**src/rtl/vga_syncgen_pkg.sv**
```systemverilog
// Shared VGA 640x480@60 timing constants, counter type and range helper for vga_syncgen.
// The optional frame-start strobe of the top is controlled by VGA_SYNCGEN_FSTART_EN.
package vga_timing_pkg;

    localparam int CNT_W      = 10;
    localparam int MAX_PERIOD = 1 << CNT_W;

    localparam int H_PERIOD = 800;
    localparam int H_FRONT  = 16;
    localparam int H_WIDTH  = 96;
    localparam int H_BACK   = 48;

    localparam int V_PERIOD = 525;
    localparam int V_FRONT  = 10;
    localparam int V_WIDTH  = 2;
    localparam int V_BACK   = 33;

    typedef logic [CNT_W-1:0] cnt_t;

    // Half-open window test [lo, hi) on an unsigned counter value.
    function automatic logic inRange(cnt_t value, int lo, int hi);
        return (int'(value) >= lo) && (int'(value) < hi);
    endfunction

endpackage

```
**src/rtl/vga_syncgen_if.sv**
```systemverilog
// One timing axis as seen by the sync generator top: counter, registered sync level,
// wrap strobe and the active decode of the counter's next value.
interface vga_syncgen_if;
    import vga_timing_pkg::*;

    cnt_t cnt;
    logic syncN;
    logic wrap;
    logic activeNext;

    modport master (output cnt, syncN, wrap, activeNext);
    modport slave  (input  cnt, syncN, wrap, activeNext);

endinterface

```
**src/rtl/vga_syncgen_axis.sv**
```systemverilog
// One axis of the VGA timing: enabled wrap counter with a sync level registered from the
// counter's next value, so sync lines up with the counter in the same cycle.
module syncgen_axis
    import vga_timing_pkg::*;
#(
    parameter int PERIOD     = H_PERIOD,
    parameter int ACT        = H_PERIOD - H_FRONT - H_WIDTH - H_BACK,
    parameter int SYNC_START = ACT + H_FRONT,
    parameter int SYNC_END   = SYNC_START + H_WIDTH
) (
    input  logic          clk,
    input  logic          rstn,
    input  logic          en_i,
    vga_syncgen_if.master axis
);

    localparam cnt_t LAST = cnt_t'(PERIOD - 1);

    cnt_t cnt_q;
    cnt_t cnt_d;
    logic syncN_q;
    logic syncN_d;
    logic wrap;

    always_comb begin
        wrap    = en_i && (cnt_q == LAST);
        cnt_d   = cnt_q;
        if (wrap) begin
            cnt_d = '0;
        end else if (en_i) begin
            cnt_d = cnt_q + cnt_t'(1);
        end
        syncN_d = !inRange(cnt_d, SYNC_START, SYNC_END);
    end

    // Reset parks the counter on its last value so the first enabled edge lands on zero.
    always_ff @(posedge clk) begin
        if (!rstn) begin
            cnt_q   <= LAST;
            syncN_q <= 1'b1;
        end else begin
            cnt_q   <= cnt_d;
            syncN_q <= syncN_d;
        end
    end

    assign axis.cnt        = cnt_q;
    assign axis.syncN      = syncN_q;
    assign axis.wrap       = wrap;
    assign axis.activeNext = (int'(cnt_d) < ACT);

endmodule

```
**src/rtl/vga_syncgen.sv**
```systemverilog
// VGA sync generator: horizontal/vertical counters, active-low syncs and display enable.
// Defining VGA_SYNCGEN_FSTART_EN adds the registered FSTART frame-start strobe.
module vga_syncgen
    import vga_timing_pkg::*;
#(
    parameter int HPERIOD = H_PERIOD,
    parameter int HFRONT  = H_FRONT,
    parameter int HWIDTH  = H_WIDTH,
    parameter int HBACK   = H_BACK,
    parameter int VPERIOD = V_PERIOD,
    parameter int VFRONT  = V_FRONT,
    parameter int VWIDTH  = V_WIDTH,
    parameter int VBACK   = V_BACK
) (
    input  logic             PCK,
    input  logic             RSTN,
    output logic [CNT_W-1:0] HCNT,
    output logic [CNT_W-1:0] VCNT,
    output logic             HSYNC,
    output logic             VSYNC,
    output logic             DE
`ifdef VGA_SYNCGEN_FSTART_EN
    ,
    output logic             FSTART
`endif
);

    localparam int HACT = HPERIOD - HFRONT - HWIDTH - HBACK;
    localparam int VACT = VPERIOD - VFRONT - VWIDTH - VBACK;

    if (HPERIOD > MAX_PERIOD || VPERIOD > MAX_PERIOD || HACT <= 0 || VACT <= 0) begin : g_badTiming
        $error("vga_syncgen: periods must be <= %0d and leave a non-empty visible area", MAX_PERIOD);
    end

    vga_syncgen_if hAxis ();
    vga_syncgen_if vAxis ();

    syncgen_axis #(
        .PERIOD     (HPERIOD),
        .ACT        (HACT),
        .SYNC_START (HACT + HFRONT),
        .SYNC_END   (HACT + HFRONT + HWIDTH)
    ) u_hAxis (
        .clk  (PCK),
        .rstn (RSTN),
        .en_i (1'b1),
        .axis (hAxis.master)
    );

    syncgen_axis #(
        .PERIOD     (VPERIOD),
        .ACT        (VACT),
        .SYNC_START (VACT + VFRONT),
        .SYNC_END   (VACT + VFRONT + VWIDTH)
    ) u_vAxis (
        .clk  (PCK),
        .rstn (RSTN),
        .en_i (hAxis.wrap),
        .axis (vAxis.master)
    );

    logic de_q;
    logic de_d;

    // DE is registered from both next-state decodes rather than ANDing two flop outputs.
    assign de_d = hAxis.activeNext && vAxis.activeNext;

    always_ff @(posedge PCK) begin
        if (!RSTN) begin
            de_q <= 1'b0;
        end else begin
            de_q <= de_d;
        end
    end

    assign HCNT  = hAxis.cnt;
    assign VCNT  = vAxis.cnt;
    assign HSYNC = hAxis.syncN;
    assign VSYNC = vAxis.syncN;
    assign DE    = de_q;

`ifdef VGA_SYNCGEN_FSTART_EN
    logic fstart_q;
    logic fstart_d;

    // Both axes wrapping on the same edge is exactly the step onto HCNT = 0, VCNT = 0.
    assign fstart_d = hAxis.wrap && vAxis.wrap;

    always_ff @(posedge PCK) begin
        if (!RSTN) begin
            fstart_q <= 1'b0;
        end else begin
            fstart_q <= fstart_d;
        end
    end

    assign FSTART = fstart_q;
`endif

endmodule
```
**config.mk**
```make
export PLATFORM = sky130hd
export DESIGN_NAME = vga_syncgen
export DESIGN_NICKNAME = d
export VERILOG_FILES = /design/src/rtl/vga_syncgen_pkg.sv /design/src/rtl/vga_syncgen_if.sv /design/src/rtl/vga_syncgen_axis.sv /design/src/rtl/vga_syncgen.sv
export SDC_FILE = /design/constraint.sdc
export NUM_CORES = 1
export LEC_CHECK = 0
export ABC_AREA = 1
export BUFFER_PORTS_ARGS = -buffer_cell sky130_fd_sc_hd__buf_4
export CORE_ASPECT_RATIO = 1.2
export CORE_UTILIZATION = 54
export DETAILED_ROUTE_END_ITERATION = 6
export MAX_ROUTING_LAYER = met4
export PLACE_DENSITY = 0.85
export SKIP_LAST_GASP = 1
export SLEW_MARGIN = 20
export SYNTH_ARGS = -nofsm -noshare
export SYNTH_HDL_FRONTEND = slang
export SYNTH_SLANG_ARGS = --single-unit
```
**constraint.sdc**
```tcl
create_clock -name PCK -period 2 [get_ports PCK]
set_input_delay 0.2 -clock PCK [delete_from_list [all_inputs] [get_ports PCK]]
set_output_delay 0.2 -clock PCK [all_outputs]
set_load 0.005 [all_outputs]
```
Yosys cells after proc, flatten, opt, wreduce, memory -nomap -nowiden

Cells that the tools add are included.

$add $sub $neg: 2
Equal/unequal tests: 2
$lt $le $gt $ge: 6
Reductions and logical operators: 6
Muxes and demuxes: 3

Operators with widths:

| kind                    | count |
|---|---|
| $mux W10                | 3 |
| $add A10 B1 Y10 const B | 2 |
| $eq A10 B10 Y1 const B  | 2 |
| $lt A10 B10 Y1 const B  | 2 |
| $lt A10 B9 Y1 const B   | 2 |
| $ge A10 B10 Y1 const B  | 1 |
| $ge A10 B9 Y1 const B   | 1 |
| $logic_and A1 B1 Y1     | 4 |
| $logic_not A1 Y1        | 2 |

Word-level logic and storage cells: 24
Output and inout port bits: 23
Bits in registers: 23

Logic depth before layout (Yosys ltp)

Gate-level depths: netlist of run 1.

Word-level depth: 6
Gate-level depth with buffers: 12
Gate-level depth less buffers: 12

Modules after synthesis

Synthesis of run 1 repeated with hierarchy kept, for this count alone.

Cell total of the unflattened synthesis: 215
Area, all modules: 1410.1 um^2

Modules (own cells, without submodules):

| module                  | area each (um^2) | cells an instance | sequential area each (um^2) | times used |
|---|---|---|---|---|
| syncgen_axis at u_vAxis | 698.2            | 109               | 220.2                       | 1 |
| syncgen_axis at u_hAxis | 674.4            | 101               | 220.2                       | 1 |
| vga_syncgen             | 37.5             | 5                 | 20.0                        | 1 |

Worst setup path before layout of run 1

No wires, ideal clock.

Kind: register to register
Start: register u_hAxis.cnt_q[0], in the netlist u_hAxis.axis.cnt[0]
End: register u_vAxis.syncN_q, in the netlist u_vAxis.axis.syncN
Data required time: 1879 ps
Path slack: 438 ps
Path buffers: 1
Stages on the path, launching flop included: 10
Data arrival time: 1442 ps
Clock period less this slack: 1562 ps
Cell sequence: dfxtp_1 -> ha_1 -> nand4_2 -> nor2_4 -> buf_8 -> nand2_1 -> a21oi_2 -> nand3_1 -> nor2_1 -> nand3_1

Cells in the longest elaborated chain, start to end: 6
Elaborated cells on any way between the ends: 8

RTL lines:

| element                                         | line                                           | source |
|---|---|---|
| start: declaration                              | vga_syncgen_axis.sv:19                         | `cnt_t cnt_q;` |
| start signal: assignment                        | vga_syncgen_axis.sv:42                         | `cnt_q <= cnt_d;` |
| $eq A10 B10 Y1 (*)                              | vga_syncgen_axis.sv:26                         | `wrap = en_i && (cnt_q == LAST);` |
| $mux W10 or $logic_and A1 B1 Y1 (tied branches) | vga_syncgen_axis.sv:30, vga_syncgen_axis.sv:26 |  |
| $mux W10 (*)                                    | vga_syncgen_axis.sv:28                         | `if (wrap) begin` |
| $ge A10 B9 Y1 or $lt A10 B9 Y1 (tied branches)  | vga_syncgen_pkg.sv:22                          | `return (int'(value) >= lo) && (int'(value) < hi);` |
| $logic_and A1 B1 Y1 (*)                         | vga_syncgen_pkg.sv:22                          |  |
| $logic_not A1 Y1 (*)                            | vga_syncgen_axis.sv:33                         | `syncN_d = !inRange(cnt_d, SYNC_START, SYNC_END);` |
| end signal: assignment                          | vga_syncgen_axis.sv:43                         | `syncN_q <= syncN_d;` |
| end: declaration                                | vga_syncgen_axis.sv:21                         | `logic syncN_q;` |

Mark *: on every way between the ends. The rest lies on a longest branch, timed or not.
A chain may end at the register's enable or synchronous reset.

Worst setup path in the final report of run 1

Same ends and word-level chain as after synthesis.

==> summary.md, run 1 <==
| Metric | Value |
|---|---|
| Outcome | `finished clean` |
| Die Footprint | `0.00265 mm²` |
| Utilization after layout | `67.8%` |
| Post-CTS Hold Fix Bufs | `0` |
| Nets | `233` |
| Root Buffer | `clkbuf_4` |
| Total power | `0.00207 W` |
| Post-route clock period utilization | `89.8%` |
| Total track usage | `23.3%` |
| Mapped cell area | `0.00132 mm²` |
| Mapped Nets | `204` |
| Fmax achieved | `0.557 GHz` |
| RSZ-0062 raised after global routing | `false` |
| Critical Path Max Stage Delay | `0.39 ns` |
| Min-Delay Path Depth | `2` |
| Average wire per standard cell | `10.4 µm` |
| Final WL | `2690 µm` |
| Crit path required time | `2.21 ns` |
| Total number of vias | `1284` |
| FF-to-FF End | `u_vAxis.axis.syncN` |
| Site Rows | `19` |
| Die Y | `56.2 µm` |
| Max-slew violation count | `0` |
| Final ANT Viol Nets | `0` |
| H-tree lvl count | `1` |
| Leak Pwr | `0.837 nW` |
| Synth cell types | `26` |
| Area Growth Syn to Fin | `18.3%` |
| Routed vias/inst | `4.98` |
| Slowest-stage cell, CP | `dfxtp_1` |
| CTS tree | `done` |
| Syn avg cell area | `6.64 µm²` |
| Core Region | `0.00231 mm²` |
| Relative slew slack | `72.3%` |
| Vias in the first global route | `1108` |
| WS Path Type | `reg -> reg` |
| Final setup viols | `0` |
| TNS Setup | `0 ns` |
| Min Clock Period, post-route | `1.80 ns` |
| Worst R2R Setup Slack | `0.20 ns` |
| Num CTS Buffers | `3` |
| Final Hold Viols | `0` |
| Number of port buffers | `24` |
| Yosys Warn Count | `0` |
| Clock insertion delay at the later pin of the skew report | `0.31 ns` |
| Least-Margin Pin Slew | `0.414 ns` |
| Reg2Reg Depth | `9` |
| DP Cell Count | `251` |
| Initial Utilization | `57.3%` |
| Max_cap viols | `0` |
| Crit Reg-Reg Startpoint | `u_hAxis.axis.cnt[0]` |
| CP Launch Type | `flop` |
| Share of layout cells above drive strength 1 | `19.8%` |
| Worst hold path type | `in -> reg` |
| Worst Path Max Fanout | `12` |
| DP HPWL | `2070 µm` |
| Global-route wire length before repair | `4440 µm` |
| DRT Pass-1 Iters | `4` |
| P per Cell Area | `1320 mW/mm²` |
| Initial antenna violation count | `0` |
| Die W | `47.2 µm` |
| Largest net degree at the start of global routing | `15` |
| Cells after Synth | `199` |
| Drc violations | `0` |
| Flop and latch count out of synthesis | `23` |
| Worst hold start | `RSTN` |
| Diodes inserted | `0` |
| Sink Count | `23` |
| Register area share after synthesis | `34.8%` |
| Setup Skew | `0.00298 ns` |
| Crit. End Element | `flop` |
| Initial DRC count | `28` |
| I/O pins | `25` |
| Arr. time, crit path | `2.00 ns` |
| Most frequent cells in the layout | `nand2_1 (62), nor2_1 (29), buf_4 (28)` |
| CP cell instances | `ha_1 > nand4_2 > nor2_4 > buf_4 > nand2_4 > xnor2_2 > nand2_1 > nor2_1 > nand3_1` |
| Peak supply drop | `0.925 mV` |
| Grt ovf | `0` |
| Commonest non-fill, non-tap cell in the layout | `nand2_1` |
| Placer congestion estimate | `0.861` |
| # fillers | `216` |
| Final Instance Count excl. Fillers | `258` |
| Clock Path Buffers | `2` |
| Worst-path clk slew | `0.12 ns` |
| Hold EP | `u_vAxis.axis.cnt[3]` |
## state kept, by name (all words and copies together) (netlist names)
register	count
u_hAxis.axis.cnt	10
u_vAxis.axis.cnt	10
DE	1
u_hAxis.axis.syncN	1
u_vAxis.axis.syncN	1
## how the worst max path moves through the flow
stage / endpoint / start / slack, ns / cells after the start
finish: u_vAxis.axis.syncN / u_hAxis.axis.cnt[0] / 0.20 / 9
global route: u_vAxis.axis.syncN / u_hAxis.axis.cnt[0] / 0.04 / 10
CTS: DE / u_hAxis.axis.cnt[0] / 0.17 / 10
detailed placement: DE / u_hAxis.axis.cnt[0] / 0.19 / 10
global placement: u_vAxis.axis.syncN / u_hAxis.axis.cnt[0] / 0.23 / 10
floorplan: u_vAxis.axis.syncN / u_hAxis.axis.cnt[0] / 0.44 / 9
## cell usage after synthesis
master | number | area share, %
nand2_4 | 2 | 1.7
o21ai_0 | 1 | 0.38
nor3_1 | 2 | 0.76
a21oi_2 | 1 | 0.66
ha_1 | 3 | 2.8
a21oi_1 | 2 | 0.76
nand3_2 | 1 | 0.76
nand4_2 | 1 | 0.95
or2_2 | 2 | 0.95
buf_8 | 1 | 1.1
nand4_1 | 5 | 2.4
inv_1 | 27 | 7.7
dfxtp_1 | 23 | 35
nand2_2 | 1 | 0.47
clkbuf_1 | 2 | 0.57
nand3_1 | 20 | 7.6
nor2_1 | 29 | 8.2
nand2_1 | 62 | 18
o21ai_1 | 2 | 0.76
nor2_4 | 2 | 1.7
xnor2_1 | 3 | 2.0
o21bai_1 | 1 | 0.57
buf_6 | 1 | 0.85
nor2_2 | 2 | 0.95
a31oi_1 | 1 | 0.47
xnor2_2 | 2 | 2.5
## layout make-up
type | count | area (µm²) | share of cell area (%)
clock buffers | 4 | 26.3 | 1.68
inverters | 27 | 101 | 6.49
multi-input cells | 145 | 726 | 46.4
flip-flops and latches | 23 | 460 | 29.5
well taps | 31 | 38.8 | 2.48
repair buffers | 28 | 210 | 13.5
## metal layers
layer	part of all wire (%)	vias to the layer above	GRT usage, %
li1	-	677	-
met2	46	17	35.5
met4	1.3	0	7.35
met1	50	586	30.8
met3	2.5	4	3.90
met5	0	-	-
## power breakdown
| group | switching (W) | internal, W | total (W) |
|---|---|---|---|
| registers | 0.000159 | 0.000577 | 0.000736 |
| logic | 0.000634 | 0.000489 | 0.00112 |
| clock network | 0.000133 | 0.0000779 | 0.000211 |
| total | 0.000926 | 0.00114 | 0.00207 |
## critical path: cells and delay by family (launching register included)
family / cells / cell delay (ns)
xor gates and xnor gates: 1 / 0.15
adders and majority gates: 1 / 0.26
buffers and inverters: 1 / 0.18
DFF: 1 / 0.39
and+or+nand+nor: 6 / 0.72
## kinds of logic (layout without fill, tap and decap cells)
family / after synthesis / after routing / share of synthesized area (%)
buffers and inverters: 31 / 59 / 10.2
xor gates and xnor gates: 5 / 5 / 4.45
adders and majority gates: 3 / 3 / 2.84
AOI/OAI and AO/OA: 8 / 8 / 3.60
DFF: 23 / 23 / 34.8
and+or+nand+nor: 129 / 129 / 44.0
## stage by stage
| stage | area [µm²] | setup slack [ns] | hold slack, ns |
|---|---|---|---|
| after floorplan | 1320 | 0.438 | 0.374 |
| after global placement | 1510 | 0.231 | 0.447 |
| after detailed placement | 1510 | 0.189 | 0.452 |
| after CTS | 1540 | 0.172 | 0.131 |
| after global routing | 1560 | 0.0393 | 0.119 |
| final | 1560 | 0.204 | 0.130 |
## repair_timing
action                     in CTS  in global routing
gates resized for setup         0                  0
setup endpoints to repair       0                  2
setup buffers                   0                  3
No activity file was read; power rests on OpenSTA's default activity.
==> inputs of run 2 (changes only) <==
CORE_ASPECT_RATIO = not set   (was 1.2)
PLACE_DENSITY = not set   (was 0.85)
PLACE_DENSITY_LB_ADDON = 0.05   (was not set)
==> run 2 against run 1 <==
Sequential power is 0.8% higher. Global-route usage is 1.9 points higher. Clock skew is 0.00082 ns higher. Highest routed layer unchanged. Worst setup slack better by 0.015 ns. Combinational power hardly changed. Critical endpoint is now DE. Cell count is 1.6% lower. Count of clock-buffer cells in the layout stayed put.
==> summary.md, run 2 (same netlist as run 1, synthesis figures left out) <==
| Metric | Value |
|---|---|
| Crit Reg-Reg Startpoint | `u_hAxis.axis.cnt[0]` |
| Die Footprint | `0.00265 mm²` |
| Share of layout cells above drive strength 1 | `19.9%` |
| Final instance area | `0.00155 mm²` |
| Area Growth Syn to Fin | `17.6%` |
| Diodes inserted | `0` |
| Number of port buffers | `24` |
| Site Rows | `17` |
| RSZ-0062 raised after global routing | `false` |
| Worst hold start | `RSTN` |
| Placer congestion estimate | `0.873` |
| Total track usage | `25.2%` |
| Total power | `0.00209 W` |
| Total number of vias | `1299` |
| Largest net degree at the start of global routing | `14` |
| Pre-CTS setup slack | `0.201 ns` |
| Post-route clock period utilization | `89.0%` |
| Most frequent cells in the layout | `nand2_1 (62), nor2_1 (29), inv_1 (27), buf_4 (27), dfxtp_1 (23)` |
| Average wire per standard cell | `11.5 µm` |
| Min-Delay Path Depth | `2` |
| Die W | `51.5 µm` |
| Post-route setup slack | `0.220 ns` |
| TNS Setup | `0 ns` |
| Fmax achieved | `0.562 GHz` |
| Final WL | `2920 µm` |
| Drc violations | `0` |
| Leak Pwr | `0.830 nW` |
| CTS tree | `done` |
| Vias in the first global route | `1194` |
| Clock insertion delay at the later pin of the skew report | `0.31 ns` |
| Initial antenna violation count | `0` |
| Worst-path clk slew | `0.13 ns` |
| Initial Utilization | `58.6%` |
| Root Buffer | `clkbuf_4` |
| Worst Path Max Fanout | `13` |
| Clock Path Buffers | `2` |
| Crit. End Element | `flop` |
| Relative slew slack | `74.4%` |
| DRT Pass-1 Iters | `5` |
| Sink Count | `23` |
| Worst R2R Setup Slack | `0.22 ns` |
| WS Path Type | `reg -> reg` |
| Min Clock Period, post-route | `1.78 ns` |
| Commonest non-fill, non-tap cell in the layout | `nand2_1` |
| Hold Slack | `0.129 ns` |
| P per Cell Area | `1340 mW/mm²` |
| Hold EP | `u_vAxis.axis.cnt[3]` |
| Die Y | `51.5 µm` |
| FF-to-FF End | `DE` |
| Max_cap viols | `0` |
| Initial DRC count | `41` |
| H-tree lvl count | `1` |
| Final Hold Viols | `0` |
| Num CTS Buffers | `3` |
| Routed vias/inst | `5.11` |
| Outcome | `finished clean` |
| DP HPWL | `2270 µm` |
| Least-Margin Pin Slew | `0.383 ns` |
| Nets | `232` |
| I/O pins | `25` |
| Final setup viols | `0` |
| Worst hold path type | `in -> reg` |
| Final ANT Viol Nets | `0` |
| Grt ovf | `0` |
| Arr. time, crit path | `2.01 ns` |
| Peak supply drop | `1.05 mV` |
| Max-slew violation count | `0` |
| Global-route wire length before repair | `4850 µm` |
| Crit path required time | `2.23 ns` |
| # fillers | `218` |
| Area post-placement | `0.00153 mm²` |
| Setup Skew | `0.00380 ns` |
| CP Launch Type | `flop` |
| Reg2Reg Depth | `10` |
| Core Region | `0.00225 mm²` |
==> run 2: area by class of cell <==
| type | instances | area [µm²] | share of cell area [%] |
|---|---|---|---|
| multi-input combinational | 145 | 728 | 46.9 |
| sequential | 23 | 460 | 29.6 |
| timing repair buffer | 27 | 203 | 13.0 |
| clock buffer | 4 | 26.3 | 1.69 |
| inverter | 27 | 101 | 6.52 |
| tap | 28 | 35.0 | 2.25 |
==> run 2: per-layer routing <==
| metal | up-vias | track usage [%] | part of all wire (%) |
|---|---|---|---|
| li1 | 677 | - | - |
| met1 | 572 | 31.2 | 47 |
| met2 | 46 | 39.8 | 46 |
| met3 | 4 | 3.87 | 5.6 |
| met4 | 0 | 12.2 | 1.3 |
| met5 | - | - | 0 |
==> run 2: repair_timing <==
| action | CTS | global route |
|---|---|---|
| setup buffers | 0 | 0 |
| endpoints found under the setup margin | 0 | 1 |
| resized for setup | 0 | 1 |
| hold buffers | 0 | 0 |
==> run 2: worst max-delay path: stages, from the launching register on <==
cell and delay (ns):
dfxtp_1 0.39, ha_2 0.23, nand4_2 0.14, nor2_4 0.36, nand3_1 0.13, nand2_1 0.08
nand2_1 0.06, nor2_1 0.09, nand2_1 0.07, nor2_1 0.09, nor2_1 0.04
==> run 2: how the worst max path moves through the flow <==
stage	start	endpoint	slack (ns)	cells after the start
CTS	u_hAxis.axis.cnt[0]	DE	0.19	10
global placement	u_hAxis.axis.cnt[0]	u_vAxis.axis.syncN	0.27	10
detailed placement	u_hAxis.axis.cnt[0]	DE	0.20	10
finish	u_hAxis.axis.cnt[0]	DE	0.22	10
floorplan	u_hAxis.axis.cnt[0]	u_vAxis.axis.syncN	0.44	9
global route	u_hAxis.axis.cnt[0]	u_hAxis.axis.syncN	0.01	9
==> run 2: stage by stage <==
stage               utilization, %  std cells
global placement              67.6        250
detailed placement            67.6        250
floorplan                        -        199
finish                        68.9        254
CTS                           68.8        254
global route                  68.9        254
==> run 2: power breakdown <==
part           switching [W]  leakage, nW  total [W]  internal (W)
logic               0.000649        0.627    0.00112      0.000475
clock network       0.000143       0.0150   0.000221     0.0000780
registers           0.000166        0.188   0.000742      0.000577
total               0.000958        0.830    0.00209       0.00113
